**src/rtl/result_wb_buffer.sv**
```systemverilog
// Purpose : collapsing in-order result buffer between the integer ALU and the shared register-file write port.
// Latency : 1 cycle enqueue-to-OUT_uop; 0 cycles when RESULT_WB_BYPASS_EN is defined and the buffer is empty.
// Backpr. : OUT_stall rises at count >= DEPTH-1; IN_wbReady=0 holds the head, which stays valid until consumed or killed.
//
// Optional feature macro: RESULT_WB_BYPASS_EN (empty-buffer same-cycle bypass of IN_uop onto OUT_uop).
//
// Ports:
//   clk        - sole clock, rising edge
//   rst        - asynchronous active-low reset
//   IN_uop     - result from the ALU output register (valid, result, tagDst, doNotCommit, sqN, flags)
//   IN_branch  - branch/flush broadcast; taken + sqN kill every younger result
//   IN_wbReady - write port accepts OUT_uop this cycle
//   OUT_uop    - oldest surviving result; fields are don't-care while valid=0
//   OUT_stall  - issue backpressure toward the ALU issue queue
//   OUT_count  - number of stored entries

package result_wb_pkg;
    typedef logic [6:0] SqN_t;

    typedef struct packed {
        logic        valid;
        logic [31:0] result;
        logic [6:0]  tagDst;
        logic        doNotCommit;
        SqN_t        sqN;
        logic [3:0]  flags;
    } RES_UOp;

    typedef struct packed {
        logic taken;
        SqN_t sqN;
    } BranchProv;
endpackage

module result_wb_buffer
    import result_wb_pkg::*;
#(
    parameter int DEPTH = 4
) (
    input  logic                       clk,
    input  logic                       rst,
    input  RES_UOp                     IN_uop,
    input  BranchProv                  IN_branch,
    input  logic                       IN_wbReady,
    output RES_UOp                     OUT_uop,
    output logic                       OUT_stall,
    output logic [$clog2(DEPTH+1)-1:0] OUT_count
);

    localparam int CW = $clog2(DEPTH+1);
    localparam logic [CW-1:0] STALL_LVL = CW'(DEPTH - 1);

    RES_UOp         slots    [DEPTH];
    RES_UOp         nxtSlots [DEPTH];
    logic [CW-1:0]  count;
    logic [CW-1:0]  nxtCount;
    logic           ovf;
    logic           setOvf;

    logic           headLive;
    logic           inLive;
    logic           bypassSel;
    logic           bypassTaken;
    logic           pop;
    logic           outValid;

    // x is killed when it is strictly younger than the branch: the sqN
    // difference, read as a signed value of the sqN width, is positive.
    function automatic logic isKilled(input SqN_t s, input BranchProv br);
        SqN_t d;
        d = s - br.sqN;
        return br.taken && !d[$bits(SqN_t)-1] && (d != '0);
    endfunction

    always_comb begin
        int   kept;
        logic keep;

        nxtSlots = '{default: '0};
        setOvf   = 1'b0;
        kept     = 0;
        keep     = 1'b0;

        headLive = slots[0].valid && !isKilled(slots[0].sqN, IN_branch);
        inLive   = IN_uop.valid && !isKilled(IN_uop.sqN, IN_branch);
`ifdef RESULT_WB_BYPASS_EN
        bypassSel = (count == '0) && inLive;
`else
        bypassSel = 1'b0;
`endif
        bypassTaken = bypassSel && IN_wbReady;
        pop         = headLive && IN_wbReady && !bypassSel;

        // Compaction: each survivor moves to the slot equal to the number of
        // survivors ahead of it, so arrival order is kept without a shifter chain.
        for (int i = 0; i < DEPTH; i++) begin
            keep = slots[i].valid && !isKilled(slots[i].sqN, IN_branch) && !(i == 0 && pop);
            if (keep) begin
                for (int j = 0; j < DEPTH; j++) begin
                    if (j == kept) begin
                        nxtSlots[j] = slots[i];
                    end
                end
                kept++;
            end
        end

        // New result lands right behind the survivors. With every slot still
        // occupied after pop/kill there is nowhere to put it: drop and flag.
        if (inLive && !bypassTaken) begin
            if (kept == DEPTH) begin
                setOvf = 1'b1;
            end else begin
                for (int j = 0; j < DEPTH; j++) begin
                    if (j == kept) begin
                        nxtSlots[j] = IN_uop;
                    end
                end
                kept++;
            end
        end

        nxtCount = CW'(kept);
    end

    always_ff @(posedge clk or negedge rst) begin
        if (!rst) begin
            slots <= '{default: '0};
            count <= '0;
            ovf   <= 1'b0;
        end else begin
            slots <= nxtSlots;
            count <= nxtCount;
            ovf   <= ovf | setOvf;
        end
    end

    // rst gating keeps OUT_uop.valid low during reset even when the bypass
    // path would otherwise forward a live IN_uop.
    always_comb begin
        outValid = rst && (bypassSel || headLive);
        if (bypassSel) begin
            OUT_uop = IN_uop;
        end else begin
            OUT_uop = slots[0];
        end
        if (!outValid) begin
            OUT_uop = 'x;
        end
        OUT_uop.valid = outValid;
    end

    assign OUT_stall = (count >= STALL_LVL);
    assign OUT_count = count;

endmodule

```
**config.mk**
```make
export PLATFORM = sky130hd
export DESIGN_NAME = result_wb_buffer
export DESIGN_NICKNAME = d
export VERILOG_FILES = /design/src/rtl/result_wb_buffer.sv
export SDC_FILE = /design/constraint.sdc
export NUM_CORES = 1
export LEC_CHECK = 0
export ABC_CLOCK_PERIOD_IN_PS = 6430
export BUFFER_PORTS_ARGS = -buffer_cell sky130_fd_sc_hd__clkbuf_2
export CAP_MARGIN = 10
export CORE_MARGIN = 4
export CORE_UTILIZATION = 58
export CTS_CLUSTER_DIAMETER = 200
export DETAILED_ROUTE_END_ITERATION = 10
export GPL_ROUTABILITY_DRIVEN = 0
export PLACE_DENSITY_LB_ADDON = 0.12
export SYNTH_ARGS = -nofsm -noshare
export SYNTH_HDL_FRONTEND = slang
export SYNTH_SLANG_ARGS = --single-unit
```
**constraint.sdc**
```tcl
create_clock -name clk -period 6.43 [get_ports clk]
set_input_delay 0.643 -clock clk [delete_from_list [all_inputs] [get_ports clk]]
set_output_delay 0.643 -clock clk [all_outputs]
set_load 0.02 [all_outputs]
```
==> results of run 1 <==
[Yosys cell counts (2+ instances only)]
cell       instances  area share [%]
nor3_1            51             1.8
a21o_1             6            0.32
a31oi_1            3            0.14
a221o_1            2            0.14
mux2_1            52             4.2
a21boi_1           2            0.11
xor2_1            13            0.82
buf_2             33             1.2
o21ai_1            3            0.11
a22oi_1           50             2.7
o22ai_1            3            0.14
nand3_1           57             2.1
a32oi_1           50             3.2
fa_1               5            0.72
or3_1              4            0.18
a311oi_1           3            0.19
o2bb2ai_1         52             3.3
o2111ai_1          4            0.25
and2_1             4            0.18
nand2_1           63             1.7
a211o_1           52             3.3
nand3b_1           4            0.22
a221oi_1          53             3.3
o21ai_0           57             2.1
o41a_1             2            0.16
inv_1             80             2.2
mux2_2            52             4.2
xnor2_1            5            0.32
buf_4             57             3.1
nor2b_1            3            0.14
nor2_1            68             1.8
and3_1             7            0.32
ha_1              41             3.7
dfrtp_1          211              38
o31ai_1          102             5.5
a21oi_1           74             2.7
o41ai_1            4            0.25
a2111oi_0          3            0.19
clkbuf_1         101             2.7
o21a_1             3            0.16
mux2i_1            5            0.36
buf_1              5            0.14
nand2b_1           7            0.32
[kinds of logic after synthesis]
logic type / share of synthesized area [%]
fa+ha+maj: 4.418
compound gates: 28.96
flops: 38.05
xor+xnor: 1.136
buf+inv: 9.412
mux: 8.799
simple gates: 9.232
[per-stage QoR]
stage	hold slack (ns)	power, uW	std cells	utilization, %
after detailed placement	0.5716	3188	1751	61.23
after floorplan	0.3474	2826	1477	-
after global routing	0.1334	4775	1795	64.59
after CTS	0.1261	4565	1795	64.59
after global placement	0.5653	3162	1751	61.23
final	0.07229	4585	1795	64.59
[sequential cells by signal, indices dropped and copies added (netlist names)]
signal / flops
slots: 208
OUT_count: 3
[metal layers]
layer	vias to the layer above	track usage, %
met3	113	5.366
met4	0	11.55
met2	733	51.06
met5	-	0
met1	6313	43.55
li1	5540	-
[cells in the final DEF, fill, tap and decap left out, drive strengths merged, types with 6 or more instances in the layout]
| cell | Yosys | layout |
|---|---|---|
| nand2 | 63 | 63 |
| a32oi | 50 | 50 |
| a21o | 6 | 6 |
| o2bb2ai | 52 | 52 |
| nand3 | 57 | 57 |
| inv | 81 | 82 |
| buf | 96 | 35 |
| clkbuf | 101 | 153 |
| a22oi | 50 | 50 |
| and3 | 7 | 7 |
| nand2b | 7 | 7 |
| o31ai | 102 | 102 |
| xor2 | 13 | 13 |
| ha | 41 | 41 |
| mux2 | 104 | 104 |
| clkinv | 0 | 6 |
| nor2 | 68 | 68 |
| nor3 | 52 | 52 |
| dfrtp | 211 | 211 |
| o21ai | 60 | 60 |
| a221oi | 53 | 53 |
| a21oi | 75 | 75 |
| a211o | 52 | 52 |
[power groups by stage]
stage	sequential [uW]	combinational, uW	clock, uW
final	1680	1520	1380
after global routing	1700	1630	1450
after CTS	1670	1500	1400
after detailed placement	1690	1490	0
after global placement	1690	1470	0
after floorplan	1640	1190	0
[worst reg2reg max path: cells and delay by family, from the launching register on]
| kind | cells | cell delay [ns] |
|---|---|---|
| AOI/OAI and AO/OA | 6 | 1.54 |
| xor gates and xnor gates | 1 | 0.38 |
| adders and majority gates | 5 | 1.34 |
| buffers and inverters | 6 | 0.87 |
| DFF | 1 | 0.42 |
| muxes | 1 | 0.38 |
| and+or+nand+nor | 3 | 0.59 |
[final cells by class]
class | count | area [um2] | share of cell area (%)
timing repair buffer | 152 | 968.4 | 6.387
sequential | 211 | 5280 | 34.82
multi-input combinational | 988 | 7421 | 48.94
clock inverter | 8 | 72.57 | 0.4786
tap | 319 | 399.1 | 2.632
inverter | 81 | 304.0 | 2.005
clock buffer | 36 | 716.9 | 4.729
[how the worst max path moves through the flow]
stage	start	endpoint	slack, ns	cells after the start
after global routing	slots[160]	slots[85]	0.44	22
after floorplan	IN_branch[1]	slots[64]	0.72	25
after detailed placement	IN_branch[1]	slots[85]	0.45	21
final	slots[160]	slots[85]	0.79	22
after global placement	IN_branch[1]	slots[79]	0.63	21
after CTS	slots[160]	slots[89]	0.83	22
==> run_results.csv, run 1 <==
group,metric,value,unit
clocking,cts_hold_buffers,0,
logic_synthesis,seq_area_frac_synth,38.05,%
sta,finalMaxSlewViolations,0,
power_and_ir_drop,swShare,37.57,%
power_and_ir_drop,p_leak,0.006582,uW
sta,tns,0,ns
clocking,clkLatencyLatePin,0.53,ns
setup_path,path_max_fanout,18,
logic_synthesis,ys_ff_latch,211,
setup_path,r2r_cells,22,
setup_path,critPathKind,"reg2reg",
setup_path,r2r-end,"slots[85]",
logic_synthesis,syn_area,13880,um2
setup_path,cpMaxStageDelayCell,"dfrtp_1",
logic_synthesis,syn-num-nets,1586,
routing,route.detailed.drc,0,
final_layout,drive_above_1_share,18.16,%
clocking,path_clk_slew,0.06,ns
sta,finalCriticalPeriod,5.636,ns
logic_synthesis,synth_ff_type,"dfrtp_1",
setup_path,max_stage_delay,0.42,ns
sta,rsz0062_at_grt,"no",
logic_synthesis,synth_edf_count,0,
hold_path,hp-class,"in2async",
global_route,grt_pass1_vias,12557,
setup_path,cp-end-kind,"register",
clocking,cts_buffer_depth,3,
floorplanning,die_h,162.7,um
setup_path,r2r_start,"slots[160]",
clocking,clkSinkCount,211,
floorplanning,placeableCoreArea,23470,um2
placement,port_buffers,118,
floorplanning,dieArea,26470,um2
routing,drt_wl_total,43250,um
floorplanning,die_w,162.7,um
routing,vias_per_cell,7.075,
sta,setup_ws,0.7939,ns
final_layout,finish.instance_area,15160,um2
power_and_ir_drop,p_int,2863,uW
placement,placed_area,14370,um2
routing,ant_nets,0,
clocking,cts_setup_buffers,0,
setup_path,cp.arrival,6.04,ns
routing,drtIter0Drc,1466,
logic_synthesis,syn_area_per_cell,9.396,um2
global_route,grt_pass1_wl,68420,um
sta,max_freq,177.4,MHz
clocking,cts_resized,0,
clocking,cts_tree,"yes",
final_layout,final_nets,1568,
routing,via_count,12699,
power_and_ir_drop,power_switching,1722,uW
logic_synthesis,syn_inst,1477,
final_layout,area_growth,9.250,%
routing,wl_met1,17840,um
floorplanning,io_pins,119,
routing,wl_per_cell,24.10,um
logic_synthesis,yosysWarnings,0,
setup_path,worstPathCellList,"inv_1 -> ha_1 -> inv_1 -> fa_1 -> a21o_1 -> a2111oi_0 -> a31oi_1 -> o311ai_1 -> buf_4 -> and2_2 -> inv_1 -> ha_1 -> xnor2_1 -> inv_1 -> ha_1 -> ha_1 -> nor2b_1 -> o21ai_1 -> o21a_2 -> and3_2 -> buf_4 -> mux2_1",
clocking,root_buffer,"clkbuf_16",
power_and_ir_drop,clkPwrFrac,30.2,%
sta,max_slew_margin,20.68,%
setup_path,startpoint_type,"register",
flow_run,maxCapViolations,0,
clocking,tritoncts.num_buffers,25,
routing,dr.pass1.iters,6,
sta,timing.final.crit_share,87.65,%
routing,wl_met2,20220,um
sta,fin_skew,0.01243,ns
setup_path,critPathBufInv,6,
floorplanning,fp-row-count,56,
placement,hpwl,25330,um
setup_path,critPathRequiredTime,6.83,ns
run_status,outcome,"finished clean",
logic_synthesis,async_flop_share,100.0,%
placement,pre_cts_ws,0.4499,ns
sta,worstMarginPinSlew,1.190,ns
global_route,gr-total-overflow,0,
power_and_ir_drop,ir_drop,228.7,uV
power_and_ir_drop,p_comb_share,33.2,%
routing,wl_met3,3971,um
logic_synthesis,synth_cell_types,64,
floorplanning,initial_core_util,59.13,%
global_route,grt_max_degree,78,
clocking,h-tree-depth,1,
global_route,antenna_found_initial,0,
final_layout,final.fill_count,1934,
sta,hold_violations,0,
routing,highest_layer,"met4",
global_route,grt.total_usage,31.75,%
sta,setup_viol,0,
power_and_ir_drop,seq_power_share,36.6,%
setup_path,critPathTopFamily,"compound AO/OA/AOI/OAI gates",
setup_path,reg2reg_slack,0.79,ns
final_layout,diodes,0,
power_and_ir_drop,powerDensity,302.4,nW/um2
(Power assumes the default switching activity.)
==> inputs of run 2 (changes only) <==
- CORE_UTILIZATION: 58 -> 50
==> run 2 against run 1 <==
Maximum frequency down 2.5%. Non-clock buffer count up 2. Die area up 15%. Hold slack better by 0.0034 ns. Total power down 0.91%. First-iteration DRC count down 17%. Clock power down 3%. Clock-buffer cell count up 4. Setup slack worse by 0.14 ns. Clock skew up 0.0068 ns.
==> run_results.csv, run 2 (same netlist as run 1, synthesis figures left out) <==
group,metric,value,unit
final_layout,final_nets,1570,
final_layout,drive_above_1_share,18.00,%
setup_path,cp-end-kind,"register",
sta,fin_skew,0.01918,ns
clocking,cts_hold_buffers,0,
global_route,grt_max_degree,112,
global_route,grt_pass1_vias,12292,
sta,rsz0062_at_grt,"no",
floorplanning,dieArea,30490,um2
placement,hpwl,25880,um
final_layout,largest_reg_flops,208,
routing,wl_per_cell,24.09,um
placement,pre_cts_ws,0.3692,ns
sta,max_slew_margin,17.48,%
setup_path,worstPathCellList,"inv_1 -> ha_1 -> inv_1 -> fa_1 -> a21o_1 -> a2111oi_0 -> a31oi_1 -> o311ai_1 -> and2_2 -> inv_1 -> ha_1 -> xnor2_1 -> inv_1 -> ha_1 -> ha_1 -> nor2b_1 -> o21ai_1 -> o21a_2 -> and3_2 -> buf_12 -> mux2_1",
setup_path,critPathBufInv,5,
routing,drtIter0Drc,1219,
clocking,cts_resized,0,
routing,via_count,12312,
setup_path,path_max_fanout,22,
run_status,outcome,"finished clean",
clocking,root_buffer,"clkbuf_16",
sta,worstMarginPinSlew,1.236,ns
sta,timing.final.crit_share,89.90,%
power_and_ir_drop,ir_drop,224.6,uV
placement,port_buffers,118,
routing,ant_nets,0,
sta,hold_violations,0,
global_route,grt.total_usage,27.98,%
routing,route.detailed.drc,0,
global_route,antenna_found_initial,0,
routing,vias_per_cell,6.655,
routing,dr.pass1.iters,7,
global_route,gr-total-overflow,0,
clocking,clkSinkCount,211,
final_layout,area_growth,9.611,%
clocking,h-tree-depth,1,
final_layout,diodes,0,
sta,tns,0,ns
clocking,path_clk_slew,0.06,ns
floorplanning,placeableCoreArea,27100,um2
power_and_ir_drop,powerDensity,298.7,nW/um2
global_route,grt_pass1_wl,69750,um
clocking,cts_buffer_depth,3,
sta,max_freq,173.0,MHz
final_layout,finish.instance_area,15210,um2
placement,placed_area,14450,um2
hold_path,hp-class,"in2async",
setup_path,max_stage_delay,0.59,ns
routing,drt_wl_total,44560,um
clocking,clkLatencyLatePin,0.53,ns
setup_path,startpoint_type,"register",
flow_run,maxCapViolations,0,
clocking,cts_setup_buffers,0,
setup_path,critPathRequiredTime,6.84,ns
sta,setup_viol,0,
setup_path,critPathTopFamily,"compound AO/OA/AOI/OAI gates",
setup_path,critPathKind,"reg2reg",
floorplanning,io_pins,119,
clocking,tritoncts.num_buffers,25,
final_layout,final_cell_mix,"dfrtp_1, clkbuf_2, o31ai_1",
floorplanning,die_h,174.6,um
setup_path,cp.arrival,6.19,ns
sta,finalCriticalPeriod,5.780,ns
sta,finalMaxSlewViolations,0,
floorplanning,die_w,174.6,um
sta,whs,0.07564,ns
floorplanning,fp-row-count,60,
power_and_ir_drop,p_leak,0.006557,uW
floorplanning,initial_core_util,51.21,%
clocking,cts_tree,"yes",
sta,setup_ws,0.6496,ns
setup_path,cpMaxStageDelayCell,"and3_2",
final_layout,layout_commonest_cell,"dfrtp_1",
final_layout,fin_util,56.13,%
final_layout,regMostFlops,"slots",
==> run 2: final cells by class <==
cell class	instances	area [um2]
Clock inverter	4	26.28
Tap cell	372	465.4
Fill cell	2470	11890
Clock buffer	40	732.0
Inverter	81	304.0
Multi-Input combinational cell	988	7421
Sequential cell	211	5280
Timing Repair Buffer	154	983.4
==> run 2: worst paths after layout <==
| kind | startpoint | cells past startpoint | slack (ns) | to |
|---|---|---|---|---|
| worst min register to register | slots[151] | 2 | 0.59 | slots[151] |
| worst min-delay path | rst | 1 | 0.08 | slots[112] |
| max in group asynchronous | rst | 2 | 4.97 | slots[198] |
| worst max register to register | slots[160] | 21 | 0.65 | slots[97] |
| min in group clk | IN_uop[30] | 2 | 0.38 | slots[134] |
| worst max-delay path | slots[160] | 21 | 0.65 | slots[97] |
==> run 2: stage by stage <==
| step | total power (uW) | instances |
|---|---|---|
| final | 4543 | 1850 |
| after global routing | 4754 | 1850 |
| after CTS | 4543 | 1850 |
| after detailed placement | 3194 | 1806 |
| after global placement | 3180 | 1806 |
| after floorplan | 2826 | 1477 |
==> run 2: where the power goes <==
group | internal, uW | leakage, uW | switching [uW]
clock | 775 | 0.000368 | 567
sequential | 1520 | 0.00287 | 150
combinational | 526 | 0.00332 | 1000
==> run 2: routing by layer <==
layer | up-vias | GRT usage (%) | share of wire [%]
met3 | 73 | 4.955 | 8.2
met4 | 0 | 7.725 | 2.3
li1 | 5544 | - | -
met5 | - | 0 | 0
met2 | 588 | 46.36 | 47
met1 | 6107 | 38.01 | 42
